==> src/rtl/ram8_if.sv <==
// Bus bundle for the ram8 memory primitive: write data, load strobe,
// shared read/write address and combinational read data.
interface ram8_if #(
    parameter int WIDTH = 16
);
    logic [WIDTH-1:0] in;
    logic             load;
    logic [2:0]       address;
    logic [WIDTH-1:0] out;

    // Requester drives write data, strobe and address; memory returns read data.
    modport master (
        output in,
        output load,
        output address,
        input  out
    );

    modport slave (
        input  in,
        input  load,
        input  address,
        output out
    );
endinterface

==> src/rtl/ram8.sv <==
// ram8: eight WIDTH-bit words, one clocked write port and one combinational
// read port sharing a single address. Built structurally from a load
// demultiplexer, eight registers and an 8-way read mux.
//
// Interface semantics: there is no handshake. A write takes effect at the
// rising edge where load=1 and reset=0; out always shows word[address] as
// stored, so during the load cycle it shows the old contents and the new
// value appears one edge later (no bypass). Reset wins over load.

// Routes the load strobe to exactly one of eight outputs.
module dmux8way (
    input  logic       in_i,
    input  logic [2:0] sel_i,
    output logic [7:0] out_o
);
    // One-hot steering of the strobe; a low strobe drives all outputs low.
    always_comb begin
        out_o        = '0;
        out_o[sel_i] = in_i;
    end
endmodule

// Single word with synchronous clear and load enable.
module register16 #(
    parameter int WIDTH = 16
) (
    input  logic             clk,
    input  logic             reset,
    input  logic             load_i,
    input  logic [WIDTH-1:0] in_i,
    output logic [WIDTH-1:0] out_o
);
    logic [WIDTH-1:0] data_q;
    logic [WIDTH-1:0] data_d;

    // Next value: clear beats load, otherwise hold.
    always_comb begin
        data_d = data_q;
        if (reset) begin
            data_d = '0;
        end else if (load_i) begin
            data_d = in_i;
        end
    end

    // Storage element, updated only at the rising edge.
    always_ff @(posedge clk) begin
        data_q <= data_d;
    end

    assign out_o = data_q;
endmodule

// Selects one of eight words for the read port.
module mux8way16 #(
    parameter int WIDTH = 16
) (
    input  logic [7:0][WIDTH-1:0] in_i,
    input  logic [2:0]            sel_i,
    output logic [WIDTH-1:0]      out_o
);
    // Purely combinational read select; bit 2 of sel_i is the MSB.
    always_comb begin
        out_o = in_i[sel_i];
    end
endmodule

module ram8 #(
    parameter int WIDTH = 16
) (
    input  logic        clk,
    input  logic        reset,
    ram8_if.slave       bus
);
    logic [7:0]            word_load;
    logic [7:0][WIDTH-1:0] word_data;

    dmux8way u_dmux (
        .in_i  (bus.load),
        .sel_i (bus.address),
        .out_o (word_load)
    );

    for (genvar g = 0; g < 8; g++) begin : g_word
        register16 #(.WIDTH(WIDTH)) u_reg (
            .clk    (clk),
            .reset  (reset),
            .load_i (word_load[g]),
            .in_i   (bus.in),
            .out_o  (word_data[g])
        );
    end

    mux8way16 #(.WIDTH(WIDTH)) u_mux (
        .in_i  (word_data),
        .sel_i (bus.address),
        .out_o (bus.out)
    );
endmodule

==> src/flat_wrapper.sv <==
// flat-port wrapper written by rule: the top's interface ports become plain ports
module ram8_flat 
#(
    parameter int WIDTH = 16
)
  (clk, reset, bus_in, bus_load, bus_address, bus_out);
  ram8_if #(.WIDTH(WIDTH)) bus_i ();
  input  logic clk;
  input  logic reset;
  input wire logic [$bits(bus_i.in)-1:0] bus_in;
  input wire logic [$bits(bus_i.load)-1:0] bus_load;
  input wire logic [$bits(bus_i.address)-1:0] bus_address;
  output wire logic [$bits(bus_i.out)-1:0] bus_out;
  assign bus_i.in = bus_in;
  assign bus_i.load = bus_load;
  assign bus_i.address = bus_address;
  assign bus_out = bus_i.out;
  ram8 #(.WIDTH(WIDTH)) u_core (.clk(clk), .reset(reset), .bus(bus_i));
endmodule
==> config.mk <==
export PLATFORM = sky130hd
export DESIGN_NAME = ram8_flat
export DESIGN_NICKNAME = d
export VERILOG_FILES = /design/src/rtl/ram8_if.sv /design/src/rtl/ram8.sv /design/src/flat_wrapper.sv
export SDC_FILE = /design/constraint.sdc
export NUM_CORES = 1
export LEC_CHECK = 0
export BUFFER_PORTS_ARGS = -buffer_cell sky130_fd_sc_hd__buf_4
export CAP_MARGIN = 20
export CORE_ASPECT_RATIO = 0.75
export CORE_MARGIN = 2
export CORE_UTILIZATION = 28
export CTS_CLUSTER_SIZE = 25
export DETAILED_ROUTE_END_ITERATION = 16
export PLACE_DENSITY_LB_ADDON = 0.05
export SLEW_MARGIN = 20
export SYNTH_ARGS = -nofsm -noshare
export SYNTH_HDL_FRONTEND = slang
export SYNTH_SLANG_ARGS = --single-unit
export TNS_END_PERCENT = 1
==> constraint.sdc <==
create_clock -name clk -period 3.6 [get_ports clk]
set_input_delay 0.72 -clock clk [delete_from_list [all_inputs] [get_ports clk]]
set_output_delay 0.72 -clock clk [all_outputs]
set_load 0.01 [all_outputs]
==> reports/summary.json <==
{
  "floorplan": {
    "initial_utilization_pct": 28.9,
    "die-area_um2": 21400,
    "dieWidth_um": 168,
    "num_rows": 44,
    "fp.dieH_um": 127,
    "top_level_ports": 38,
    "core-area_um2": 19600
  },
  "setup_path": {
    "critical-path-top-cell-by-count": "buf_4",
    "critical_path.reg2reg.endpoint": "u_core.g_word[7].u_reg.out_o[8]$_SDFFE_PP0P_",
    "critPathCaptureType": "output pin",
    "startpoint": "bus_address[0]",
    "worst_ep_arrival_ns": 2.45,
    "critical_path.top_delay_family": "multiplexers",
    "worst_r2r_startpoint": "u_core.g_word[7].u_reg.out_o[8]$_SDFFE_PP0P_",
    "cp_slowest_stage_delay_ns": 0.63,
    "number_of_buffers_and_inverters_on_the_critical_path": 2,
    "reg2reg_slack_ns": 2.94,
    "critPathSlowestCell": "buf_4",
    "endpoint": "bus_out[10]",
    "timing.critical_path.required_ns": 2.88,
    "timing.critical_path.cells": "buf_4, mux4_2, mux2_2, buf_4",
    "worstSetupPathType": "in2out",
    "critical_path_cell_count": 4,
    "startpoint_type": "primary input",
    "worstRegToRegCells": 2,
    "path_max_fanout": 50
  },
  "run_status": {
    "status": "complete, no violations"
  },
  "route": {
    "wl_per_cell_um": 19.9,
    "routed_via_density": 4.96,
    "detail_route.wirelength_um": 18300,
    "drt-initial-drc-count": 294,
    "drc_errors": 0,
    "route.antenna.remaining_nets": 0,
    "total_via_count_after_detailed_routing": 4571,
    "firstDrtPassIters": 5
  },
  "cells_and_area": {
    "mostFrequentLayoutCells": "257 x nand2_1, 128 x a21oi_1, 128 x dfxtp_1",
    "drive_gt1_share_pct": 20.0,
    "n_fill_cell": 2074,
    "leading_cell_type_in_the_layout_fill_and_taps_excluded": "nand2_1",
    "num-nets-final": 678,
    "seqCellArea_um2": 2560,
    "antenna_cells": 0,
    "area_delta_synth_final_pct": 17.1,
    "largest_reg_flops": 128,
    "multi_input_comb_area_um2": 2740
  },
  "global_routing": {
    "use_met1_pct": 25.7,
    "grt_busiest_layer": "met2",
    "routing_usage_on_met2_pct": 26.8,
    "grt_start_max_net_pins": 73,
    "grt_util_all_layers_pct": 17.7,
    "grt_util_met3_pct": 3.41,
    "grt_overflow": 0,
    "grt_pass1_wl_um": 27600,
    "initial_antenna_violation_count": 0,
    "grt_pass1_vias": 4394
  },
  "placed_design": {
    "dp_hpwl_um": 11600,
    "finalWeightedCongestion": 0.739,
    "quantity_of_i_o_buffers_inserted_on_ports": 37
  },
  "timing": {
    "setup_viol": 0,
    "max_slew.worst_pin.slew_ns": 0.948,
    "final.setup_skew_ns": 0,
    "final_hold_viol_count": 0,
    "fin_crit_sh_pct": 88.0,
    "setup-tns-final_ns": 0,
    "rsz_0062_raised_after_global_routing": "no",
    "fin_crit_ns": 3.17,
    "hold_ws_ns": 0.453,
    "max_clock_freq_mhz": 316,
    "slew_violations": 0,
    "max-slew-margin-rel_pct": 36.8
  },
  "yosys": {
    "yosys.cell_types.count": 29,
    "yosys.area_share.xor_xnor_pct": 0,
    "synth_enable_flop_cells": 0,
    "synth_simple_gate_area_share_pct": 20.4,
    "ys_dominant_reg_cell": "dfxtp_1",
    "synth.top_cell.area_share_pct": 45.3,
    "ys_top_cells_by_area": "dfxtp_1 45%, nand2_1 17%, a21oi_1 11%, mux4_2 11%, mux2_2 2.6%",
    "synth_fp_nets": 676,
    "syn_inst_count": 654,
    "post_synth_fa_ha_maj_area_fraction_pct": 0,
    "netlist.top_cell.by_area": "dfxtp_1",
    "sequential_element_share_of_the_synthesized_area_pct": 45.3,
    "synth_top_family_by_area": "simple AND/OR/NAND/NOR gates",
    "synth-compound-area-share_pct": 11.8,
    "synth.avg_cell_area_um2": 8.65,
    "synth-async-reset-ratio_pct": 0,
    "mappedNetlistArea_um2": 5660,
    "yosys_warnings": 0,
    "synth.area.mux_share_pct": 15.5,
    "ys_ff_latch": 128
  },
  "clock_tree": {
    "clkLatencyLatePin_ns": 0.41,
    "cts.clk_slew.worst_paths_ns": 0.06,
    "post_cts_resized": 0,
    "cts.sink_count": 128,
    "cts_hold_repair.buffers": 0,
    "htreeDepth": 4,
    "cts-buffers-inserted": 17,
    "postCtsSetupBuffers": 0,
    "ctsRootBufferMaster": "clkbuf_16",
    "tritoncts": "done",
    "cts_buffer_depth": 2
  },
  "power": {
    "vdd_drop_max_mv": 0.202,
    "power_per_cell_area_nw_per_um2": 514,
    "power.static_leakage_nw": 2.29
  },
  "min_path": {
    "kind_of_path_behind_the_tightest_hold_check": "reg2reg",
    "min_path_cells": 2
  },
  "job": {
    "max_cap_violations": 0
  }
}
## area by class of cell
class                   instances  share of cell area (%)
clock buffers                  18                    6.63
clock inverters                14                    2.13
inverters                       1                  0.0567
multi-input cells             454                    41.4
flip-flops and latches        128                    38.7
well taps                     253                    4.78
repair buffers                 54                    6.31
## kinds of logic (layout without fill, tap and decap cells)
logic type / Yosys count / after routing
AND/OR/NAND/NOR: 276 / 276
AO/OA/AOI/OAI: 131 / 131
flip-flops: 128 / 128
buffers and inverters: 72 / 87
multiplexers: 47 / 47
## per-layer routing
layer | vias up | wire [um]
met1 | 2278 | 9250
met2 | 81 | 8270
met3 | 11 | 690
met5 | - | 0
met4 | 0 | 143
li1 | 2201 | -
## tightest hold or removal path, stage by stage, from the launching register on
cell     delay, ns
dfxtp_1       0.31
nand2_1       0.05
a21oi_1       0.05
## power breakdown
| part | switching, W | internal [W] |
|---|---|---|
| clock | 0.000664 | 0.00103 |
| combinational | 0.000154 | 0.0000910 |
| sequential | 0.0000164 | 0.00145 |
## per-stage QoR
step	instances	cell area, um^2	util (%)	total power [W]	worst slack, ns
2_1_floorplan	654	5660	-	0.00166	0.995
5_1_grt	922	6630	33.8	0.00353	0.307
6_report	922	6630	33.8	0.00341	0.431
3_3_place_gp	890	6040	30.8	0.00174	0.409
3_5_place_dp	890	6040	30.8	0.00174	0.388
4_1_cts	922	6630	33.8	0.00345	0.387
## worst min-delay path by stage
stage | startpoint | to | slack, ns
3_5_place_dp | u_core.g_word[1].u_reg.out_o[1]$_SDFFE_PP0P_ | u_core.g_word[1].u_reg.out_o[1]$_SDFFE_PP0P_ | 0.44
3_3_place_gp | u_core.g_word[1].u_reg.out_o[1]$_SDFFE_PP0P_ | u_core.g_word[1].u_reg.out_o[1]$_SDFFE_PP0P_ | 0.44
6_report | u_core.g_word[0].u_reg.out_o[3]$_SDFFE_PP0P_ | u_core.g_word[0].u_reg.out_o[3]$_SDFFE_PP0P_ | 0.45
4_1_cts | u_core.g_word[1].u_reg.out_o[1]$_SDFFE_PP0P_ | u_core.g_word[1].u_reg.out_o[1]$_SDFFE_PP0P_ | 0.45
5_1_grt | u_core.g_word[2].u_reg.out_o[10]$_SDFFE_PP0P_ | u_core.g_word[2].u_reg.out_o[10]$_SDFFE_PP0P_ | 0.47
2_1_floorplan | u_core.g_word[1].u_reg.out_o[0]$_SDFFE_PP0P_ | u_core.g_word[1].u_reg.out_o[0]$_SDFFE_PP0P_ | 0.43
## synthesized netlist by cell type (2+ instances only)
| cell | n |
|---|---|
| dfxtp_1 | 128 |
| mux2_4 | 2 |
| clkbuf_2 | 2 |
| nand2_1 | 257 |
| nor4bb_1 | 3 |
| buf_4 | 17 |
| nor2b_1 | 2 |
| a21oi_1 | 128 |
| clkbuf_1 | 32 |
| buf_12 | 2 |
| mux4_1 | 2 |
| mux2_2 | 13 |
| buf_2 | 16 |
| a221oi_1 | 2 |
| mux4_2 | 28 |
| mux2i_1 | 2 |
| nand4b_1 | 3 |
| and4b_1 | 3 |
| nand4bb_1 | 2 |
(Power assumes the default switching activity.)
